<file path="src/rtl/nvram_upload_responder_if.sv">
// hps_io ioctl upload channel as seen by the NVRAM upload responder.
// master = hps_io side, slave = responder side.
interface nvram_upload_responder_if;
    logic        ioctl_upload;
    logic [7:0]  ioctl_index;
    logic        ioctl_rd;
    logic [24:0] ioctl_addr;
    logic [7:0]  ioctl_din;
    logic        ioctl_wait;

    modport master (
        output ioctl_upload,
        output ioctl_index,
        output ioctl_rd,
        output ioctl_addr,
        input  ioctl_din,
        input  ioctl_wait
    );

    modport slave (
        input  ioctl_upload,
        input  ioctl_index,
        input  ioctl_rd,
        input  ioctl_addr,
        output ioctl_din,
        output ioctl_wait
    );
endinterface

</file>
<file path="src/rtl/nvram_upload_responder.sv">
// Serves NVRAM bytes to hps_io over the ioctl upload channel while holding the CPU paused.
// Define NVRAM_UPLOAD_CHECKSUM_EN to return a balancing checksum byte at address DEPTH.
module nvram_upload_responder #(
    parameter int unsigned ADDR_W        = 8,
    parameter logic [7:0]  UPLOAD_INDEX  = 8'd4,
    parameter int unsigned SETTLE_CYCLES = 16
) (
    input  logic                   clk,
    input  logic                   reset_n,
    nvram_upload_responder_if.slave ioctl,
    output logic                   pause_req,
    output logic [ADDR_W-1:0]      ram_addr,
    input  logic [7:0]             ram_q,
    output logic                   busy,
    output logic                   done
);

    localparam logic [24:0] DepthA = 25'd1 << ADDR_W;
    localparam int unsigned CntW   = (SETTLE_CYCLES > 1) ? $clog2(SETTLE_CYCLES) : 1;
    localparam logic [CntW-1:0] CntLoad = CntW'(SETTLE_CYCLES - 1);

    typedef enum logic [2:0] {StIdle, StSettle, StReady, StFetch, StPresent} state_e;

    state_e            state_q;
    logic [CntW-1:0]   cnt_q;
    logic [7:0]        din_q;
    logic              wait_q;
    logic              pend_q;
    logic [24:0]       pend_addr_q;
    logic              fetched_q;

    logic        sel;
    logic        req_valid;
    logic [24:0] req_addr;
    logic        in_range;
    logic        dispatch;
    logic [7:0]  oor_byte;

    assign sel       = ioctl.ioctl_upload && (ioctl.ioctl_index == UPLOAD_INDEX);
    // A strobe latched during SETTLE takes priority over the live bus.
    assign req_valid = pend_q || ioctl.ioctl_rd;
    assign req_addr  = pend_q ? pend_addr_q : ioctl.ioctl_addr;
    assign in_range  = req_addr < DepthA;
    assign dispatch  = ((state_q == StSettle) && (cnt_q == '0) && req_valid) ||
                       ((state_q == StReady) && ioctl.ioctl_rd);

`ifdef NVRAM_UPLOAD_CHECKSUM_EN
    logic [7:0] sum_q;
    assign oor_byte = (req_addr == DepthA) ? (8'd0 - sum_q) : 8'hFF;
`else
    assign oor_byte = 8'hFF;
`endif

    assign ioctl.ioctl_din  = din_q;
    assign ioctl.ioctl_wait = wait_q;
    assign busy             = (state_q != StIdle);

    always_ff @(posedge clk or negedge reset_n) begin
        if (!reset_n) begin
            state_q     <= StIdle;
            cnt_q       <= '0;
            din_q       <= 8'h00;
            wait_q      <= 1'b0;
            pause_req   <= 1'b0;
            ram_addr    <= '0;
            done        <= 1'b0;
            pend_q      <= 1'b0;
            pend_addr_q <= '0;
            fetched_q   <= 1'b0;
`ifdef NVRAM_UPLOAD_CHECKSUM_EN
            sum_q       <= 8'h00;
`endif
        end else begin
            done <= 1'b0;
            if ((state_q != StIdle) && !sel) begin
                // Session end aborts whatever is in flight.
                state_q   <= StIdle;
                wait_q    <= 1'b0;
                pause_req <= 1'b0;
                done      <= 1'b1;
                pend_q    <= 1'b0;
                fetched_q <= 1'b0;
            end else begin
                case (state_q)
                    StIdle: begin
                        if (sel) begin
                            state_q   <= StSettle;
                            pause_req <= 1'b1;
                            wait_q    <= 1'b1;
                            cnt_q     <= CntLoad;
                            pend_q    <= 1'b0;
`ifdef NVRAM_UPLOAD_CHECKSUM_EN
                            sum_q     <= 8'h00;
`endif
                        end
                    end
                    StSettle: begin
                        if (cnt_q != '0) begin
                            cnt_q <= cnt_q - CntW'(1);
                            if (ioctl.ioctl_rd && !pend_q) begin
                                pend_q      <= 1'b1;
                                pend_addr_q <= ioctl.ioctl_addr;
                            end
                        end else if (!req_valid) begin
                            state_q <= StReady;
                            wait_q  <= 1'b0;
                        end
                    end
                    StReady: ;
                    StFetch: state_q <= StPresent;
                    StPresent: begin
                        if (fetched_q) begin
                            din_q <= ram_q;
`ifdef NVRAM_UPLOAD_CHECKSUM_EN
                            sum_q <= sum_q + ram_q;
`endif
                        end
                        wait_q  <= 1'b0;
                        state_q <= StReady;
                    end
                    default: state_q <= StIdle;
                endcase

                if (dispatch) begin
                    wait_q <= 1'b1;
                    pend_q <= 1'b0;
                    if (in_range) begin
                        ram_addr  <= req_addr[ADDR_W-1:0];
                        fetched_q <= 1'b1;
                        state_q   <= StFetch;
                    end else begin
                        din_q     <= oor_byte;
                        fetched_q <= 1'b0;
                        state_q   <= StPresent;
                    end
                end
            end
        end
    end

endmodule

</file>
<file path="src/flat_wrapper.sv">
// flat-port wrapper written by rule: the top's interface ports become plain ports
module nvram_upload_responder_flat 
#(
    parameter int unsigned ADDR_W        = 8,
    parameter logic [7:0]  UPLOAD_INDEX  = 8'd4,
    parameter int unsigned SETTLE_CYCLES = 16
)
  (clk, reset_n, pause_req, ram_addr, ram_q, busy, done, ioctl_ioctl_upload, ioctl_ioctl_index, ioctl_ioctl_rd, ioctl_ioctl_addr, ioctl_ioctl_din, ioctl_ioctl_wait);
  nvram_upload_responder_if ioctl_i ();
  input  logic clk;
  input  logic reset_n;
  output logic pause_req;
  output logic [ADDR_W-1:0] ram_addr;
  input  logic [7:0] ram_q;
  output logic busy;
  output logic done;
  input wire logic [$bits(ioctl_i.ioctl_upload)-1:0] ioctl_ioctl_upload;
  input wire logic [$bits(ioctl_i.ioctl_index)-1:0] ioctl_ioctl_index;
  input wire logic [$bits(ioctl_i.ioctl_rd)-1:0] ioctl_ioctl_rd;
  input wire logic [$bits(ioctl_i.ioctl_addr)-1:0] ioctl_ioctl_addr;
  output wire logic [$bits(ioctl_i.ioctl_din)-1:0] ioctl_ioctl_din;
  output wire logic [$bits(ioctl_i.ioctl_wait)-1:0] ioctl_ioctl_wait;
  assign ioctl_i.ioctl_upload = ioctl_ioctl_upload;
  assign ioctl_i.ioctl_index = ioctl_ioctl_index;
  assign ioctl_i.ioctl_rd = ioctl_ioctl_rd;
  assign ioctl_i.ioctl_addr = ioctl_ioctl_addr;
  assign ioctl_ioctl_din = ioctl_i.ioctl_din;
  assign ioctl_ioctl_wait = ioctl_i.ioctl_wait;
  nvram_upload_responder #(.ADDR_W(ADDR_W), .UPLOAD_INDEX(UPLOAD_INDEX), .SETTLE_CYCLES(SETTLE_CYCLES)) u_core (.clk(clk), .reset_n(reset_n), .ioctl(ioctl_i), .pause_req(pause_req), .ram_addr(ram_addr), .ram_q(ram_q), .busy(busy), .done(done));
endmodule
</file>
<file path="config.mk">
export PLATFORM = sky130hd
export DESIGN_NAME = nvram_upload_responder_flat
export DESIGN_NICKNAME = d
export VERILOG_FILES = /design/src/rtl/nvram_upload_responder_if.sv /design/src/rtl/nvram_upload_responder.sv /design/src/flat_wrapper.sv
export SDC_FILE = /design/constraint.sdc
export NUM_CORES = 1
export LEC_CHECK = 0
export ABC_AREA = 1
export ABC_CLOCK_PERIOD_IN_PS = 3050
export CAP_MARGIN = 25
export CORE_MARGIN = 2
export CORE_UTILIZATION = 45
export CTS_CLUSTER_DIAMETER = 60
export CTS_CLUSTER_SIZE = 14
export DETAILED_ROUTE_END_ITERATION = 8
export PLACE_DENSITY = 0.75
export SYNTH_ARGS = -nofsm -noshare
export SYNTH_HDL_FRONTEND = slang
export SYNTH_SLANG_ARGS = --single-unit
</file>
<file path="constraint.sdc">
create_clock -name clk -period 3.05 [get_ports clk]
set_input_delay 0.305 -clock clk [delete_from_list [all_inputs] [get_ports clk]]
set_output_delay 0.305 -clock clk [all_outputs]
set_load 0.01 [all_outputs]
</file>
==> impl_summary.txt, run 1 <==
----------------------------------------------------
[Drt]
  Post-DRT Antenna Nets ... 0
  Ratio of routed vias to standard cells ... ~5
  Routed WL ... roughly 5300 µm
  Remaining design rule violation count ... 0
  Number of vias in the routed layout ... 2211
  Post-detailed-route wirelength per cell ... 11.9 µm
  Number of search-and-repair iterations in the first detailed-routing pass ... 4
  Iteration-0 DRC Markers ... 113

[Placement]
  Count of buffers from port buffering ... 64
  Placed wire-length estimate ... slightly above 4000 µm
  Global placement routability congestion ... 0.848

[Clock network]
  Insertion delay of the later-clocked pin in the worst-skew pair ... roughly 0.3 ns
  Htree depth ... 2
  Library cell used as clock root buffer ... sky130_fd_sc_hd__clkbuf_8
  CTS Sinks ... between 50 and 60
  TritonCTS clock tree ... yes
  Maximum count of clock buffers along a single path ... 2
  CTS clk-pin slew, worst paths ... ~0.09 ns
  Num CTS Buffers ... 5

[Critical path]
  Data required time of the worst path ... between 3 and 4 ns
  Crit path top cell by count ... sky130_fd_sc_hd__inv_1
  Worst-path cell with the longest stage delay ... sky130_fd_sc_hd__nand4_1
  Kind of end point of the critical path ... flip-flop
  Worst path cell trace ... inv_1 > nand2_1 > nor2_1 > inv_1 > ha_1 > inv_1 > nand4_1 > o211ai_1
  Worst setup path category ... reg -> reg
  Delay contributed by the slowest stage of the critical path ... 0.51 ns
  Arrival time at the worst endpoint ... around 2.8 ns
  Crit path launch type ... flip-flop
  Crit-path max FO ... 16

[Floorplanning]
  Initial Utilization ... a little under half
  Area enclosed by the die boundary ... between 6000 and 7000 µm²
  Count of standard-cell rows ... 28
  I/O pin count ... 65
  Core area ... ~5800 µm²
  Die X-Extent ... just over 80 µm
  Chip height ... about 81 µm

[Yosys]
  Average size of a mapped cell ... between 8 and 9 µm²
  Count of flip-flops with a built-in enable after synthesis ... 0
  Sequential element share of the synthesized area ... roughly 50%
  Synth top area share ... between 40% and 50%
  Cell type with the largest total area after synthesis ... sky130_fd_sc_hd__dfrtp_1
  Top flip-flop cell by instance count after synthesis ... sky130_fd_sc_hd__dfrtp_1
  Library cells used by synthesis ... 26
  Net count after synthesis ... between 300 and 400
  Gate count after technology mapping ... 304
  Async set or reset register ratio after synthesis ... between 90% and 100%
  Number of synthesis warnings ... 0
  Synth Register Bits ... 53
  Summed instance area of the synthesized netlist ... about 2700 µm²
  Most area-consuming cells after synthesis ... sky130_fd_sc_hd__dfrtp_1 (50%), sky130_fd_sc_hd__nand2_1 (10%), sky130_fd_sc_hd__inv_1 (4.8%)

[Timing]
  Skew final ... ~0.0061 ns
  Period Utilization, post-route ... a little over four fifths
  RSZ-0062 raised after global routing ... no
  Final count of negative-setup-slack endpoints ... 0
  Worst slew pin tran ... between 0.5 and 0.6 ns
  Post-layout minimum cycle time ... about 2.6 ns
  Highest Clock Rate ... 0.390 GHz
  Worst slew margin ... between 60% and 70%
  Final count of pins violating max slew ... 0
  Aggregate negative setup slack ... 0 ns
  Fin. Hold Viols ... 0

[Pwr]
  Peak VDD IR ... between 0.0003 and 0.0004 V
  Power density normalized to cell area ... between 700 and 800 nW/µm²
  Cell leakage power ... about 1.7 nW

[Cells and area]
  Area overhead of the layout relative to synthesis ... 30.2%
  Final layout net count ... around 420
  Multi-input combinational cell area ... roughly 1100 µm²
  Share of final-layout standard cells stronger than drive strength 1 ... around 13%
  Most common cell after layout, fill and taps aside ... sky130_fd_sc_hd__nand2_1
  Register cell area after layout ... 1330 µm²
  Number of antenna cells inserted ... 0
  Number of fillers in the final layout ... 544
  Post-route core utilization ... 59.8%
  Highest-count cells in the layout ignoring fill and taps ... sky130_fd_sc_hd__nand2_1 (72), sky130_fd_sc_hd__clkdlybuf4s50_1 (63), sky130_fd_sc_hd__dfrtp_1 (53)

[Run status]
  Result of the run ... finished clean

[Global routing]
  Number of antenna violations at the first check in global routing ... 0
  Largest net degree at the start of global routing ... 39
  Number of global-route vias before repair ... 2124
  Wire length of the first global-routing pass ... slightly below 9000 µm
  All-layer global routing usage ... 17.5%
  Grt total ovfl ... 0

[Job]
  Maximum capacitance violations ... 0

[Worst hold path]
  Class of the worst hold path ... reg -> reg

----------------------------------------------------
==> synth_stat cells, drive strengths merged (4+ instances only) <==
| library cell | count |
|---|---|
| nand4 | 6 |
| nand3 | 16 |
| inv | 37 |
| o211ai | 8 |
| buf | 7 |
| mux2 | 13 |
| nand2 | 78 |
| nand3b | 4 |
| ha | 4 |
| dfrtp | 53 |
| nor2 | 39 |
| o21ai | 31 |
==> critical path, delay by kind of cell (launching register included) <==
kind | cells | cell delay, ns
and+or+nand+nor | 3 | 0.90
AOI/OAI and AO/OA | 1 | 0.38
buffers and inverters | 3 | 0.42
DFF | 1 | 0.45
adders and majority gates | 1 | 0.32
==> cell families after synthesis <==
family          synth area share (%)
flops                           49.7
fa+ha+maj                       1.88
buf+inv                         7.59
compound gates                  9.99
mux                             6.19
simple gates                    24.7
==> flip-flops by register name (all words and copies together) (netlist names) <==
register,count
u_core.cnt_q,4
u_core.fetched_q,1
u_core.pend_addr_q,25
u_core.ioctl.ioctl_din,8
u_core.pause_req,1
u_core.state_q,3
u_core.ioctl.ioctl_wait,1
u_core.done,1
u_core.ram_addr,8
u_core.pend_q,1
==> what timing repair did <==
action                                 CTS  global route
gates resized for setup                  0             0
endpoints found under the hold margin   23             0
setup buffers                            0             0
hold buffers                             1             0
==> worst paths after layout <==
check	slack, ns	to	start	depth (start not counted)
max	0.49	u_core.ioctl.ioctl_din[6]	u_core.state_q[1]	8
min reg2reg	0.49	u_core.ioctl.ioctl_wait	u_core.ioctl.ioctl_wait	2
max in group asynchronous	1.75	u_core.pend_addr_q[1]	reset_n	3
max reg2reg	0.49	u_core.ioctl.ioctl_din[6]	u_core.state_q[1]	8
min in group asynchronous	0.52	u_core.ioctl.ioctl_wait	reset_n	2
min	0.49	u_core.ioctl.ioctl_wait	u_core.ioctl.ioctl_wait	2
==> report_power, final <==
| part | switching (mW) | internal [mW] | total (mW) |
|---|---|---|---|
| sequential | 0.128 | 0.921 | 1.05 |
| clock | 0.215 | 0.268 | 0.483 |
| combinational | 0.552 | 0.437 | 0.989 |
| total | 0.895 | 1.63 | 2.52 |
==> through the flow <==
stage	area [µm²]	setup WS [ns]	cells	total power [mW]	hold slack, ns
3_5_place_dp	3350	0.272	437	2.05	0.323
2_1_floorplan	2670	0.851	304	1.78	0.00941
3_3_place_gp	3350	0.455	437	2.01	0.319
5_1_grt	3480	0.198	446	2.73	0.511
6_report	3480	0.486	446	2.52	0.486
4_1_cts	3480	0.479	446	2.54	0.494
==> routing by layer <==
layer | wire length, µm | GRT usage [%] | vias up
li1 | - | - | 1108
met1 | 2290 | 21.0 | 1036
met2 | 2650 | 30.9 | 60
met3 | 277 | 3.22 | 7
met4 | 82 | 7.29 | 0
met5 | 0 | 0 | -
==> layout make-up <==
cell class / count / share of cell area (%)
inverter: 37 / 4.00
sequential: 53 / 38.2
timing repair buffer: 67 / 19.0
multi-input combinational: 206 / 32.8
tap: 75 / 2.70
clock inverter: 1 / 0.864
clock buffer: 7 / 2.48
No activity file was read; power rests on OpenSTA's default activity.
==> run 2: changes to the inputs <==
ABC_CLOCK_PERIOD_IN_PS = 2150   (was 3050)
PLACE_DENSITY = 0.78   (was 0.75)
clock period = 2.15 ns   (was 3.05 ns; I/O delays follow)
==> run 2 against run 1 <==
Net effect:
- fmax grew 33%
- sequential power is 42% higher
- critical path depth increased by 1
- critical endpoint is now u_core.pend_addr_q[15]
- clock skew is 0.0039 ns higher
- count of clock-buffer cells in the layout did not move
- utilization is 1.0 points higher
- sequential cell count unchanged
- worst hold slack got worse by 0.48 ns
- total power is 45% higher
- via count is the same
- largest power group is now combinational cells
- non-clock buffer count grew 8
- final area rose by 1.7%
==> impl_summary.txt, run 2 (same netlist as run 1, synthesis figures left out) <==
----------------------------------------------------
[Run status]
  Result of the run ... finished clean

[Critical path]
  Worst Reg2Reg Path Length in Cells ... 9
  Worst setup path category ... reg -> reg
  Data required time of the worst path ... roughly 2.3 ns
  FF-to-FF setup slack ... roughly 0.22 ns
  Crit-path max FO ... 35
  Crit path launch type ... flip-flop
  Start of the worst register-to-register path ... u_core.state_q[1]
  Kind of end point of the critical path ... flip-flop
  Arrival time at the worst endpoint ... between 2 and 2.5 ns
  Critical register-to-register path endpoint ... u_core.pend_addr_q[15]

[Cells and area]
  Post-route core utilization ... approximately 60%
  Number of antenna cells inserted ... 0
  Summed area of non-filler cells in the final layout ... 3540 µm²
  Final layout net count ... around 430
  Highest-count cells in the layout ignoring fill and taps ... sky130_fd_sc_hd__nand2_1 (72), sky130_fd_sc_hd__clkdlybuf4s50_1 (63), sky130_fd_sc_hd__dfrtp_1 (53)
  Area overhead of the layout relative to synthesis ... 32.5%
  Share of final-layout standard cells stronger than drive strength 1 ... 15.6%
  Flip-flop count of the largest register, all copies and words added ... 25
  Most common cell after layout, fill and taps aside ... sky130_fd_sc_hd__nand2_1
  Biggest register ... u_core.pend_addr_q
  Number of fillers in the final layout ... between 500 and 600

[Drt]
  Remaining design rule violation count ... 0
  Number of search-and-repair iterations in the first detailed-routing pass ... 4
  Number of vias in the routed layout ... 2211
  Iteration-0 DRC Markers ... roughly 170
  Ratio of routed vias to standard cells ... approximately 5
  Post-detailed-route wirelength per cell ... approximately 12 µm
  Post-DRT Antenna Nets ... 0
  Routed WL ... roughly 5400 µm

[Timing]
  Final count of negative-setup-slack endpoints ... 0
  Period Utilization, post-route ... between 80% and 90%
  Post-layout minimum cycle time ... between 1.5 and 2 ns
  Final count of pins violating max slew ... 0
  Highest Clock Rate ... ~0.52 GHz
  Worst slew pin tran ... 0.648 ns
  Skew final ... 0.00994 ns
  Fin. Hold Viols ... 0
  Worst slew margin ... a little under three fifths
  RSZ-0062 raised after global routing ... no

[Global routing]
  Largest net degree at the start of global routing ... 54
  Global routing met2 resource utilization ... about 31%
  Number of global-route vias before repair ... roughly 2100
  Wire length of the first global-routing pass ... 9160 µm
  Global route hottest layer ... met2
  All-layer global routing usage ... a little under a fifth
  Met3 global-route usage ... 4.22%
  Grt total ovfl ... 0
  Number of antenna violations at the first check in global routing ... 0
  M1 GR Usage ... between 20% and 30%

[Placement]
  Placed wire-length estimate ... around 4100 µm
  Count of buffers from port buffering ... 64
  Global placement routability congestion ... ~0.84
  Total cell area at the placement stage ... 3430 µm²

[Pwr]
  Total net switching power ... between 1 and 1.5 mW
  Peak VDD IR ... 0.000520 V
  Portion of total power attributed to sequential cells ... between 40% and 50%
  Net Sw Frac ... 36.2%
  Power density normalized to cell area ... 1040 nW/µm²
  Total chip power ... around 3.7 mW
  Proportion of power drawn by the clock network ... roughly 16%
  Power share of the combinational group ... a little over two fifths
  Cell leakage power ... 1.75 nW
  Internal cell power ... 2.34 mW

[Clock network]
  CTS clk-pin slew, worst paths ... ~0.090 ns
  Cts-stage hold buffer count ... 0
  Num CTS Buffers ... 5
  Maximum count of clock buffers along a single path ... 2
  Post-CTS repair timing setup buffer count ... 0
  TritonCTS clock tree ... yes
  Insertion delay of the later-clocked pin in the worst-skew pair ... 0.30 ns
  CTS Sinks ... between 50 and 60
  Library cell used as clock root buffer ... sky130_fd_sc_hd__clkbuf_8
  Htree depth ... 2

[Floorplanning]
  Chip height ... around 80 µm
  Initial Utilization ... around 46%
  Core area ... just under 6000 µm²
  Count of standard-cell rows ... 28
  Die X-Extent ... roughly 81 µm
  Area enclosed by the die boundary ... ~6600 µm²
  I/O pin count ... 65

[Job]
  Maximum capacitance violations ... 0

[Worst hold path]
  Class of the worst hold path ... in -> async

----------------------------------------------------
run 2: cell count changes in the layout (fill, tap and decap cells not counted):
cell	change
sky130_fd_sc_hd__bufinv_16	-1
sky130_fd_sc_hd__nor2_2	+2
sky130_fd_sc_hd__clkinv_2	+1
sky130_fd_sc_hd__clkbuf_8	+1
sky130_fd_sc_hd__clkbuf_1	-1
sky130_fd_sc_hd__buf_4	+8
sky130_fd_sc_hd__buf_12	+1
sky130_fd_sc_hd__nor2_1	-2
sky130_fd_sc_hd__dlygate4sd3_1	-1
run 2: how the worst max path moves through the flow:
| stage | depth (start not counted) | start | to | slack (ns) |
|---|---|---|---|---|
| CTS | 9 | u_core.state_q[1] | u_core.pend_addr_q[15] | 0.21 |
| floorplan | 10 | u_core.state_q[1] | u_core.pend_addr_q[12] | 0.03 |
| finish | 9 | u_core.state_q[1] | u_core.pend_addr_q[15] | 0.22 |
| global placement | 13 | ioctl_ioctl_upload | u_core.cnt_q[2] | -0.006 |
| detailed placement | 13 | ioctl_ioctl_upload | u_core.cnt_q[2] | -0.08 |
| global route | 13 | u_core.state_q[1] | u_core.cnt_q[2] | 0.007 |
run 2: timing repair:
action                     in CTS  in global routing
resized for setup               0                  1
hold endpoints to repair        0                  0
setup endpoints to repair       0                  1
run 2: area by class of cell:
cell class / count / area (µm²) / share of cell area [%]
Inverter: 37 / 139 / 3.93
Tap cell: 75 / 93.8 / 2.65
Sequential cell: 53 / 1330 / 37.5
Clock buffer: 7 / 96.3 / 2.72
Multi-Input combinational cell: 206 / 1140 / 32.4
Timing Repair Buffer: 75 / 731 / 20.7
Clock inverter: 1 / 5.00 / 0.142
run 2: through the flow:
step                      setup WS [ns]  hold WS [ns]  setup TNS, ns  cells
after floorplan                  0.0254       -0.0806              0    304
after global placement         -0.00589         0.368       -0.00589    446
after detailed placement        -0.0849         0.377         -0.800    446
after CTS                         0.209        0.0389              0    454
after global routing            0.00693        0.0599              0    454
final                             0.216       0.00991              0    454
run 2: power groups by stage:
stage	logic (mW)	registers, mW	clock network [mW]
6_report	1.58	1.49	0.597
5_1_grt	1.79	1.53	0.663
3_5_place_dp	1.58	1.51	0
3_3_place_gp	1.53	1.49	0
2_1_floorplan	1.05	1.47	0
4_1_cts	1.58	1.49	0.627
run 2: worst max-delay path, cell delays in order, from the launching register on:
cell	delay (ns)
sky130_fd_sc_hd__dfrtp_1	0.44
sky130_fd_sc_hd__inv_1	0.09
sky130_fd_sc_hd__nand2_1	0.11
sky130_fd_sc_hd__nor2_2	0.12
sky130_fd_sc_hd__inv_1	0.06
sky130_fd_sc_hd__ha_1	0.24
sky130_fd_sc_hd__inv_1	0.12
sky130_fd_sc_hd__nand4_2	0.13
sky130_fd_sc_hd__buf_12	0.19
sky130_fd_sc_hd__mux2_4	0.31
run 2: layer usage:
metal	wire, µm	part of all wire (%)
met1	2340	44
met2	2670	50
met3	284	5.3
met4	82	1.5
met5	0	0
